### config.mk
export PLATFORM = sky130hd
export DESIGN_NAME = usermem_arbiter
export DESIGN_NICKNAME = d
export VERILOG_FILES = /design/src/rtl/usermem_arbiter.sv
export SDC_FILE = /design/constraint.sdc
export NUM_CORES = 1
export LEC_CHECK = 0
export BUFFER_PORTS_ARGS = -buffer_cell sky130_fd_sc_hd__buf_2
export CORE_UTILIZATION = 49
export CTS_CLUSTER_DIAMETER = 80
export DETAILED_ROUTE_END_ITERATION = 7
export GPL_ROUTABILITY_DRIVEN = 1
export PLACE_DENSITY_LB_ADDON = 0.15
export SKIP_LAST_GASP = 1
export SYNTH_ARGS = -nofsm -noshare
export SYNTH_HDL_FRONTEND = slang
export SYNTH_SLANG_ARGS = --single-unit
### constraint.sdc
create_clock -name clk -period 2.95 [get_ports clk]
set_clock_uncertainty 0.05 [all_clocks]
set_input_delay 0.295 -clock clk [delete_from_list [all_inputs] [get_ports clk]]
set_output_delay 0.295 -clock clk [all_outputs]
set_load 0.02 [all_outputs]
### src/rtl/usermem_arbiter.sv
// usermem_arbiter
// Shares the single 8-bit user data memory between the CPU (requester 0)
// and a second bus master (requester 1). Every access walks through
// IDLE -> ACCESS -> COMPLETE. Arbitration happens in IDLE and COMPLETE,
// so back-to-back requests sustain one access every two cycles.
//
// Build option: define ARB_FIXED_PRIO_EN to make requester 0 win every
// tie (requester 1 may starve). Default build is round-robin.
//
// All outputs are registered. Reset is asynchronous, so mem_en and the
// grants fall the moment reset rises, which keeps a half-finished write
// from reaching the memory.

module usermem_arbiter (
    input  logic       clk,
    input  logic       reset,
    input  logic       req0,
    input  logic       req1,
    input  logic       rw0,
    input  logic       rw1,
    input  logic [7:0] addr0,
    input  logic [7:0] addr1,
    input  logic [7:0] wdata0,
    input  logic [7:0] wdata1,
    output logic       gnt0,
    output logic       gnt1,
    output logic       done0,
    output logic       done1,
    output logic [7:0] rdata0,
    output logic [7:0] rdata1,
    output logic       busy,
    output logic [7:0] mem_address,
    output logic [7:0] mem_data_out,
    output logic       mem_rw,
    output logic       mem_en,
    input  logic [7:0] mem_data_in
);

    typedef enum logic [1:0] {
        IDLE     = 2'd0,
        ACCESS   = 2'd1,
        COMPLETE = 2'd2
    } state_t;

    state_t state_reg;

    // Which requester owns the access currently in flight (0 or 1).
    logic owner_reg;

`ifndef ARB_FIXED_PRIO_EN
    // Last requester that was granted; the other one wins the next tie.
    logic last_grant_reg;
`endif

    logic arb_valid;
    logic arb_pick;

    // Arbitration decision, used only when the FSM is in IDLE or COMPLETE.
    always_comb begin
        arb_valid = req0 | req1;
        arb_pick  = 1'b0;
`ifdef ARB_FIXED_PRIO_EN
        arb_pick = ~req0 & req1;
`else
        if (req0 && req1) begin
            arb_pick = ~last_grant_reg;
        end else begin
            arb_pick = req1;
        end
`endif
    end

    // Grant/access/complete FSM with all bus and handshake outputs registered.
    always_ff @(posedge clk or posedge reset) begin
        if (reset) begin
            state_reg      <= IDLE;
            owner_reg      <= 1'b0;
`ifndef ARB_FIXED_PRIO_EN
            last_grant_reg <= 1'b1;
`endif
            gnt0           <= 1'b0;
            gnt1           <= 1'b0;
            done0          <= 1'b0;
            done1          <= 1'b0;
            rdata0         <= 8'h00;
            rdata1         <= 8'h00;
            busy           <= 1'b0;
            mem_address    <= 8'h00;
            mem_data_out   <= 8'h00;
            mem_rw         <= 1'b0;
            mem_en         <= 1'b0;
        end else begin
            case (state_reg)
                IDLE, COMPLETE: begin
                    // The done pulse of a finished access lasts exactly one cycle.
                    done0 <= 1'b0;
                    done1 <= 1'b0;
                    if (arb_valid) begin
                        state_reg      <= ACCESS;
                        owner_reg      <= arb_pick;
`ifndef ARB_FIXED_PRIO_EN
                        last_grant_reg <= arb_pick;
`endif
                        gnt0           <= ~arb_pick;
                        gnt1           <= arb_pick;
                        busy           <= 1'b1;
                        mem_en         <= 1'b1;
                        // Latch the winner's request so it may change afterwards.
                        mem_rw         <= arb_pick ? rw1    : rw0;
                        mem_address    <= arb_pick ? addr1  : addr0;
                        mem_data_out   <= arb_pick ? wdata1 : wdata0;
                    end else begin
                        state_reg <= IDLE;
                        busy      <= 1'b0;
                    end
                end

                ACCESS: begin
                    // Write commits at this edge in the memory; reads are captured here.
                    state_reg <= COMPLETE;
                    gnt0      <= 1'b0;
                    gnt1      <= 1'b0;
                    mem_en    <= 1'b0;
                    mem_rw    <= 1'b0;
                    done0     <= ~owner_reg;
                    done1     <= owner_reg;
                    if (!mem_rw) begin
                        if (owner_reg) begin
                            rdata1 <= mem_data_in;
                        end else begin
                            rdata0 <= mem_data_in;
                        end
                    end
                end

                default: begin
                    state_reg <= IDLE;
                    gnt0      <= 1'b0;
                    gnt1      <= 1'b0;
                    done0     <= 1'b0;
                    done1     <= 1'b0;
                    busy      <= 1'b0;
                    mem_en    <= 1'b0;
                    mem_rw    <= 1'b0;
                end
            endcase
        end
    end

endmodule
==> flow_summary.json <==
{
  "outcome": "finished with violations",
  "violations": "negative hold slack",
  "met2_usage_pct": 31.79,
  "whs_ps": -10.44,
  "grt_antenna_before_repair": 0,
  "rr_startpoint": "state_reg[0]",
  "fin_nets": 288,
  "finalHoldViolCount": 24,
  "max_cap_viol_count": 0,
  "synth_area_per_cell_sq_um": 11.30,
  "met3_usage_pct": 6.387,
  "final.period_utilization_pct": 52.95,
  "via_count": 1426,
  "place.gp.congestion": 0.8065,
  "hp-class": "input port to asynchronous set/reset pin",
  "drc": 0,
  "clock_sinks": 43,
  "drive_gt1_share_pct": 46.91,
  "die_width_microns": 62.56,
  "cp.required_ps": 3170,
  "synthesis.nets": 205,
  "final_cell_mix": "84 x buf_2, 42 x dfrtp_1, 33 x nand2_1",
  "htree_levels": 2,
  "drv_slew": 0,
  "cts-hold-fix-buffers": 0,
  "max_freq_mhz": 640.3,
  "synthDistinctLibCells": 22,
  "cts_tree": "built",
  "synth_top_area_share_pct": 58.50,
  "r2r_end": "mem_address[4]",
  "layout_commonest_cell": "buf_2",
  "synth-warning-count": 0,
  "regArea_sq_mm": 0.001077,
  "finalSetupViolations": 0,
  "crit_fanout": 35,
  "pre_cts_ws_ps": 1378,
  "power_density_mw_per_mm2": 879.6,
  "grt_setup_unrepaired": "false",
  "grt-ovfl-total": 0,
  "dp_hpwl_mm": 2.600,
  "antenna_left": 0,
  "synth_largest_area_cell": "dfrtp_1",
  "arrival_ps": 1790,
  "tightest_slew_ps": 1016,
  "netlist_area_sq_mm": 0.001797,
  "crit_start": "state_reg[0]",
  "clkTransAtPathRegs_ps": 120,
  "finalWirelength_mm": 3.519,
  "endpoint": "mem_address[4]",
  "leakage_nw": 1.154,
  "root_buffer": "clkbuf_4",
  "first_iter_violations": 25,
  "postLayoutCellArea_sq_mm": 0.002310,
  "wl_per_cell_microns": 12.18,
  "critPathKind": "flip-flop to flip-flop",
  "regToRegSetupSlack_ps": 1390,
  "grt_max_degree": 36,
  "final.setup.worst_slack_ps": 1388,
  "multi_input_area_sq_um": 630.6,
  "die_area_sq_mm": 0.003913,
  "post_cts_buffers": 0,
  "clk_latency_ps": 350,
  "layout_min_cycle_time_ps": 1562,
  "synth-seq-cells": 43,
  "crit_path_end_kind": "flip-flop",
  "start_kind": "flip-flop",
  "finalSetupTns_ps": 0,
  "rows": 21,
  "synth_area_leaders": "dfrtp_1 58%, mux2_2 8.8%, nand2_1 6.9%",
  "synth_cells": 159,
  "die_h_microns": 62.56,
  "synth-seq-area-share_pct": 59.96,
  "maxSlewHeadroom_pct": 31.82,
  "clockBufferDepth": 2,
  "grtUsageTotal_pct": 19.79,
  "port_buffers": 84,
  "viasPerCell": 4.934,
  "cts_buffers": 5,
  "core_sq_mm": 0.003416,
  "first_global_vias": 1281,
  "cts_resized": 0,
  "ioPinCount": 85,
  "r2r_cells": 3,
  "initial_core_util_pct": 52.60,
  "dr.pass1.iters": 4,
  "grt_busiest_layer": "met2",
  "synthToLayoutAreaGrowth_pct": 28.55,
  "post_dp_cell_area_sq_mm": 0.002208,
  "antenna_cells": 0,
  "fillers": 285,
  "irDropWorstVdd_mv": 0.4458,
  "use_met1_pct": 24.14,
  "grt_pass1_wl_mm": 5.920
}
==> cell type report <==
class,count,share of cell area [%]
Multi-Input combinational cell,103,27.30
Clock inverter,2,2.600
Inverter,4,0.6501
Tap cell,46,2.492
Clock buffer,6,1.788
Timing Repair Buffer,85,18.53
Sequential cell,43,46.64
==> critical path, stage by stage (launching register included) <==
cell and delay (ps):
dfrtp_1 490, o21ba_2 690, nor2_1 80, a31oi_1 170
==> worst min path at each step <==
stage	start	endpoint	slack, ps	depth (start not counted)
6_report	reset	rdata0[6]	-10	2
5_1_grt	reset	rdata0[6]	20	2
3_5_place_dp	reset	rdata0[6]	400	2
3_3_place_gp	reset	rdata0[6]	410	2
2_1_floorplan	req1	mem_en	380	2
4_1_cts	reset	rdata0[6]	3	2
==> report_power, final <==
part	total, mW	switching, mW	internal, mW
combinational	0.705	0.424	0.281
clock	0.450	0.185	0.264
sequential	0.877	0.102	0.775
==> per-stage QoR <==
stage          instances  power (mW)  utilization [%]  hold slack [ps]
5_1_grt              289       2.152            67.62            24.65
2_1_floorplan        159       1.365                -            378.7
3_3_place_gp         281       1.584            64.65            412.8
4_1_cts              289       2.054            67.62            3.065
6_report             289       2.032            67.62           -10.44
3_5_place_dp         281       1.609            64.65            402.7
==> layer usage <==
metal | part of all wire (%) | up-vias
met3 | 5.5 | 6
met2 | 52 | 52
met5 | 0 | -
met1 | 41 | 666
li1 | - | 702
met4 | 1.9 | 0
==> synth_stat cells (all sizes together) <==
cell type,number
nand2,33
buf,9
a21bo,1
a31oi,17
o21ba,1
a21boi,1
mux2,16
o22ai,1
a211oi,1
nor3,6
a21o,1
dfrtp,42
inv,4
nand2b,1
dfstp,1
a21oi,3
nor2,21
==> logic make-up (layout without fill, tap and decap cells) <==
| family | after synthesis | count (layout) | synth area share (%) |
|---|---|---|---|
| mux | 16 | 16 | 10.03 |
| simple gates | 61 | 61 | 14.97 |
| compound gates | 26 | 26 | 10.10 |
| buf+inv | 13 | 97 | 4.944 |
| flops | 43 | 43 | 59.96 |
No activity file was read; power rests on OpenSTA's default activity.
